`src/rtl/cfu_simd_mac.sv`:
```
// cfu_simd_mac: CFU-port unit performing packed 4-lane int8 multiply-accumulate
// with a programmable input offset into a bank of 32-bit accumulators.
// One command is outstanding at a time: IDLE accepts, BUSY covers the MAC
// pipeline depth, RESP holds the registered response until the CPU takes it.
module cfu_simd_mac #(
  parameter int NUM_ACC    = 4,
  parameter int MAC_STAGES = 2,
  parameter int OFFSET_W   = 9
) (
  input  logic        clk,
  input  logic        reset,
  input  logic        cmd_valid,
  output logic        cmd_ready,
  input  logic [9:0]  cmd_payload_function_id,
  input  logic [31:0] cmd_payload_inputs_0,
  input  logic [31:0] cmd_payload_inputs_1,
  output logic        rsp_valid,
  input  logic        rsp_ready,
  output logic [31:0] rsp_payload_outputs_0
);

  // At least one index bit so a single-bank build still has a legal array.
  localparam int BANK_W = (NUM_ACC > 1) ? $clog2(NUM_ACC) : 1;
  localparam int ACC_N  = 1 << BANK_W;
  localparam logic [2:0] CNT_INIT = 3'(MAC_STAGES);

  localparam logic [6:0] OP_ECHO       = 7'd0;
  localparam logic [6:0] OP_SET_OFFSET = 7'd1;
  localparam logic [6:0] OP_CLEAR      = 7'd2;
  localparam logic [6:0] OP_MAC        = 7'd3;
  localparam logic [6:0] OP_READ       = 7'd4;
  localparam logic [6:0] OP_SET_ACC    = 7'd5;

  typedef enum logic [1:0] {S_IDLE, S_BUSY, S_RESP} state_t;

  state_t                      state_q;
  logic [2:0]                  cnt_q;
  logic [BANK_W-1:0]           bank_q;
  logic [31:0]                 a_q;
  logic [31:0]                 b_q;
  logic signed [OFFSET_W-1:0]  offset_q;
  logic [31:0]                 acc_q [ACC_N];
  logic                        rsp_valid_q;
  logic                        cmd_ready_q;
  logic [31:0]                 rsp_data_q;

  logic [6:0]                  cmd_funct7;
  logic [2:0]                  cmd_funct3;
  logic [BANK_W-1:0]           cmd_bank_d;
  logic signed [16:0]          lane_prod [4];
  logic signed [18:0]          lane_sum_d;
  logic [31:0]                 mac_acc_d;

  assign cmd_funct7 = cmd_payload_function_id[9:3];
  assign cmd_funct3 = cmd_payload_function_id[2:0];
  // Bank count is a power of two, so the modulo reduces to the low index bits.
  assign cmd_bank_d = BANK_W'(32'(cmd_funct3) % NUM_ACC);

  // Per-lane offset-adjusted activation times weight, from operands latched at accept.
  for (genvar gi = 0; gi < 4; gi++) begin : g_lane
    logic signed [8:0] a_lane;
    logic signed [7:0] b_lane;
    assign a_lane = 9'(32'($signed(a_q[8*gi +: 8])) + 32'(offset_q));
    assign b_lane = b_q[8*gi +: 8];
    assign lane_prod[gi] = 17'(a_lane) * 17'(b_lane);
  end

  // Lane reduction, sign-extended and added to the selected bank with plain wrap.
  always_comb begin
    lane_sum_d = 19'(lane_prod[0]) + 19'(lane_prod[1])
               + 19'(lane_prod[2]) + 19'(lane_prod[3]);
    mac_acc_d  = acc_q[bank_q] + 32'(lane_sum_d);
  end

  // Command FSM with registered handshake outputs and accumulator bank updates.
  always_ff @(posedge clk) begin
    if (reset) begin
      state_q     <= S_IDLE;
      cnt_q       <= '0;
      bank_q      <= '0;
      a_q         <= '0;
      b_q         <= '0;
      offset_q    <= '0;
      rsp_valid_q <= 1'b0;
      cmd_ready_q <= 1'b1;
      rsp_data_q  <= '0;
      for (int i = 0; i < ACC_N; i++) acc_q[i] <= '0;
    end else begin
      case (state_q)
        S_IDLE: begin
          if (cmd_valid) begin
            bank_q      <= cmd_bank_d;
            cmd_ready_q <= 1'b0;
            if (cmd_funct7 == OP_MAC) begin
              a_q     <= cmd_payload_inputs_0;
              b_q     <= cmd_payload_inputs_1;
              cnt_q   <= CNT_INIT;
              state_q <= S_BUSY;
            end else begin
              rsp_valid_q <= 1'b1;
              state_q     <= S_RESP;
              case (cmd_funct7)
                OP_ECHO: rsp_data_q <= cmd_payload_inputs_0;
                OP_SET_OFFSET: begin
                  offset_q   <= cmd_payload_inputs_0[OFFSET_W-1:0];
                  rsp_data_q <= '0;
                end
                OP_CLEAR: begin
                  rsp_data_q         <= acc_q[cmd_bank_d];
                  acc_q[cmd_bank_d]  <= '0;
                end
                OP_READ: rsp_data_q <= acc_q[cmd_bank_d];
                OP_SET_ACC: begin
                  acc_q[cmd_bank_d] <= cmd_payload_inputs_0;
                  rsp_data_q        <= cmd_payload_inputs_0;
                end
                default: rsp_data_q <= '0;
              endcase
            end
          end
        end
        S_BUSY: begin
          // The last counted cycle retires the MAC: bank and response written together.
          if (cnt_q <= 3'd1) begin
            cnt_q         <= '0;
            acc_q[bank_q] <= mac_acc_d;
            rsp_data_q    <= mac_acc_d;
            rsp_valid_q   <= 1'b1;
            state_q       <= S_RESP;
          end else begin
            cnt_q <= cnt_q - 3'd1;
          end
        end
        S_RESP: begin
          if (rsp_ready) begin
            rsp_valid_q <= 1'b0;
            cmd_ready_q <= 1'b1;
            state_q     <= S_IDLE;
          end
        end
        default: begin
          rsp_valid_q <= 1'b0;
          cmd_ready_q <= 1'b1;
          state_q     <= S_IDLE;
        end
      endcase
    end
  end

  assign cmd_ready             = cmd_ready_q;
  assign rsp_valid             = rsp_valid_q;
  assign rsp_payload_outputs_0 = rsp_data_q;

endmodule

```
`config.mk`:
```
export PLATFORM = sky130hd
export DESIGN_NAME = cfu_simd_mac
export DESIGN_NICKNAME = d
export VERILOG_FILES = /design/src/rtl/cfu_simd_mac.sv
export SDC_FILE = /design/constraint.sdc
export NUM_CORES = 1
export LEC_CHECK = 0
export CORE_MARGIN = 8
export CORE_UTILIZATION = 48
export CTS_CLUSTER_SIZE = 10
export DETAILED_ROUTE_END_ITERATION = 8
export PLACE_DENSITY = 0.71
export SETUP_SLACK_MARGIN = 0.5
export SYNTH_ARGS = -nofsm -noshare
export SYNTH_HDL_FRONTEND = slang
export SYNTH_SLANG_ARGS = --single-unit
```
`constraint.sdc`:
```
create_clock -name clk -period 10.6 [get_ports clk]
set_input_delay 2.12 -clock clk [delete_from_list [all_inputs] [get_ports clk]]
set_output_delay 2.12 -clock clk [all_outputs]
set_load 0.005 [all_outputs]
```
==> metrics.yaml <==
vias_per_cell: 5.66
crit_fanout: 5
cts_tree: "yes"
min_period_ns: 10.86
hold_path.class: "reg -> reg"
nFillCells: 4342
slew-limit-headroom_pct: 17.5
synth_ff_type: "edfxtp_1"
ys_warn_count: 0
run_status: "finished with violations"
grt_pass1_vias: 23200
syn2layout_area_growth_pct: 23.1
drt_iter0_drc: 1517
p_leak_nw: 14.9
criticalPathCategory: "reg -> reg"
gp_congestion: 0.939
hpwl_mm: 59.3
die_y_um: 250
critPathCaptureType: "flop"
path_common_cell: "fa_1"
fin_crit_sh_pct: 102
tightestPinTransition_ns: 1.24
synth_top_cell_area_share_pct: 26.8
initial_core_util_pct: 48.7
root_buffer: "clkbuf_16"
final_util_pct: 60.0
cts_sinks: 244
layout-drive-gt1-share_pct: 21.0
hold_path_startpoint: "rsp_payload_outputs_0[25]$_SDFFE_PP0P_"
reg2reg_from: "offset_q[0]$_SDFFE_PP0P_"
yosysTopAreaCell: "fa_1"
layout_setup_ws_ns: -0.258
drv_cap: 0
path_delay_family: "adder cells"
final_max_slew_viol_count: 0
netlist_instances: 2679
skew_ns: 0.0187
hold_viol_final: 0
wl_per_cell_um: 20.7
dr.pass1.iters: 7
clkTransAtPathRegs_ns: 0.06
synth_seq_area_share_pct: 23.5
fmaxAchievable_mhz: 92.1
rsz0062_at_grt: "true"
critical_path_buf_inv_count: 9
ys_async_sr_fraction_pct: 0
synth_cell_types: 93
grt_remaining_overflow: 0
cts.path.max_buffers: 3
layout_commonest_cell: "inv_1"
die-area_um2: 62500
antenna_cells: 0
multi_input_comb_area_um2: 19200
ff_latch_area_um2: 6170
drt-total-wl_mm: 77.2
cp_slowest_cell: "fa_1"
cp.depth: 46
grt_usage_pct: 24.7
num_rows: 85
setup_violations: 40
worstPathRequired_ns: 10.91
most-common-layout-cells: "inv_1 (444), fa_1 (336), buf_4 (250), nand2_1 (235), nor2_1 (195)"
ir_drop_v: 0.000123
r2r_end: "acc_q[0][30]$_SDFFCE_PN0P_"
drc_errors: 0
worstSkewPairLatency_ns: 0.61
hold_depth: 2
num_vias: 21100
core_area_um2: 53900
violations: "setup timing"
drtAntennaViolNets: 0
ys_ff_latch: 244
synth_area_leaders: "fa_1 (27%), edfxtp_1 (15%), dfxtp_1 (8.8%)"
syn-num-nets: 3271
nets: 3596
p_per_area_nw_per_um2: 71.0
io_buffers: 110
die_w_um: 250
pin_count: 112
slowest_delay_ns: 0.58
synth_edf_count: 128
setup_tns_ns: -4.15
antenna_found_initial: 0
dp_cells: 3611
arrival_ns: 11.17
htree_levels: 1
report.power.total_mw: 2.30
syn_area_um2: 26300
r2r_setup_slack_ns: -0.26
instances_no_fill: 3723
worstSetupStartpointType: "flop"
grt_max_degree: 97
grt_pass1_wl_mm: 123
rr_worst_depth: 46
syn_area_per_cell_um2: 9.80
hold_end: "rsp_payload_outputs_0[25]$_SDFFE_PP0P_"
cts_buffers: 31
-- through the flow --
stage / cell area (um2) / setup slack (ns) / hold WS, ns
2_1_floorplan: 26500 / 0.503 / 0.441
3_3_place_gp: 29800 / -0.423 / 0.445
3_5_place_dp: 29800 / -0.501 / 0.451
4_1_cts: 31800 / -0.187 / 0.463
5_1_grt: 32300 / -0.611 / 0.483
6_report: 32300 / -0.258 / 0.459
-- cell usage after synthesis (18+ instances only) --
| library cell | n |
|---|---|
| a221oi_1 | 24 |
| nor3_1 | 29 |
| a22oi_1 | 29 |
| a21o_1 | 28 |
| nand2b_1 | 18 |
| ha_1 | 163 |
| clkbuf_1 | 86 |
| inv_1 | 462 |
| dfxtp_1 | 116 |
| nor2_1 | 202 |
| mux4_2 | 64 |
| a21oi_1 | 174 |
| xnor2_1 | 67 |
| o21ai_0 | 30 |
| fa_1 | 351 |
| nand2_1 | 246 |
| edfxtp_1 | 128 |
| o21bai_1 | 19 |
| and2_1 | 201 |
-- logic make-up after synthesis --
family	Yosys count	synth area share (%)
flops	244	23.5
xor+xnor	87	3.04
fa+ha+maj	514	34.5
buf+inv	565	8.17
mux	80	6.12
compound gates	413	10.4
simple gates	776	14.3
-- layout make-up --
cell class / count / area share (%)
Inverter: 463 / 5.40
Sequential cell: 244 / 19.1
Timing Repair Buffer: 393 / 10.4
Multi-Input combinational cell: 1870 / 59.5
Clock inverter: 6 / 0.248
Timing Repair inverter: 1 / 0.0155
Clock buffer: 50 / 2.72
Tap cell: 696 / 2.69
-- registers in the layout, indices dropped and copies added (netlist names), named ones only --
signal                 count
a_q                       32
acc_q                    128
b_q                       32
bank_q                     2
cmd_ready                  1
cnt_q                      3
offset_q                   9
rsp_payload_outputs_0     32
rsp_valid                  1
state_q                    2
-- power breakdown --
group / switching [mW] / internal, mW / total (mW)
Clock: 0.426 / 0.589 / 1.02
Sequential: 0.0117 / 1.01 / 1.02
Combinational: 0.142 / 0.115 / 0.257
-- worst max-delay path by stage --
stage                             startpoint                    endpoint  slack (ns)
floorplan           offset_q[0]$_SDFFE_PP0P_  acc_q[0][30]$_SDFFCE_PN0P_        0.50
global placement    offset_q[0]$_SDFFE_PP0P_  acc_q[2][30]$_SDFFCE_PN0P_       -0.42
detailed placement  offset_q[0]$_SDFFE_PP0P_  acc_q[2][30]$_SDFFCE_PN0P_       -0.50
CTS                 offset_q[0]$_SDFFE_PP0P_  acc_q[0][30]$_SDFFCE_PN0P_       -0.19
global route        offset_q[0]$_SDFFE_PP0P_  acc_q[0][30]$_SDFFCE_PN0P_       -0.61
finish              offset_q[0]$_SDFFE_PP0P_  acc_q[0][30]$_SDFFCE_PN0P_       -0.26
-- per-layer routing --
layer	wire, um	global-route usage (%)	vias up
met5	0	0	-
met4	3520	10.6	0
met3	5930	4.26	230
met2	38600	43.9	853
met1	29100	29.1	10600
li1	-	-	9419
-- worst reg2reg max path: cells and delay by family (launching register included) --
family	cells	cell delay, ns
buffers and inverters	9	0.82
XOR/XNOR	1	0.13
adder cells (fa/ha/maj)	12	5.00
multiplexers	1	0.28
flip-flops	1	0.38
AO/OA/AOI/OAI	19	3.20
AND/OR/NAND/NOR	4	0.74
-- timing repair --
item	4_1_cts	5_1_grt
setup endpoints to repair	91	92
gates cloned	1	0
resized for setup	144	97
pin swaps	110	86
hold buffers	0	0
buffers inserted	36	19
(Power assumes the default switching activity.)
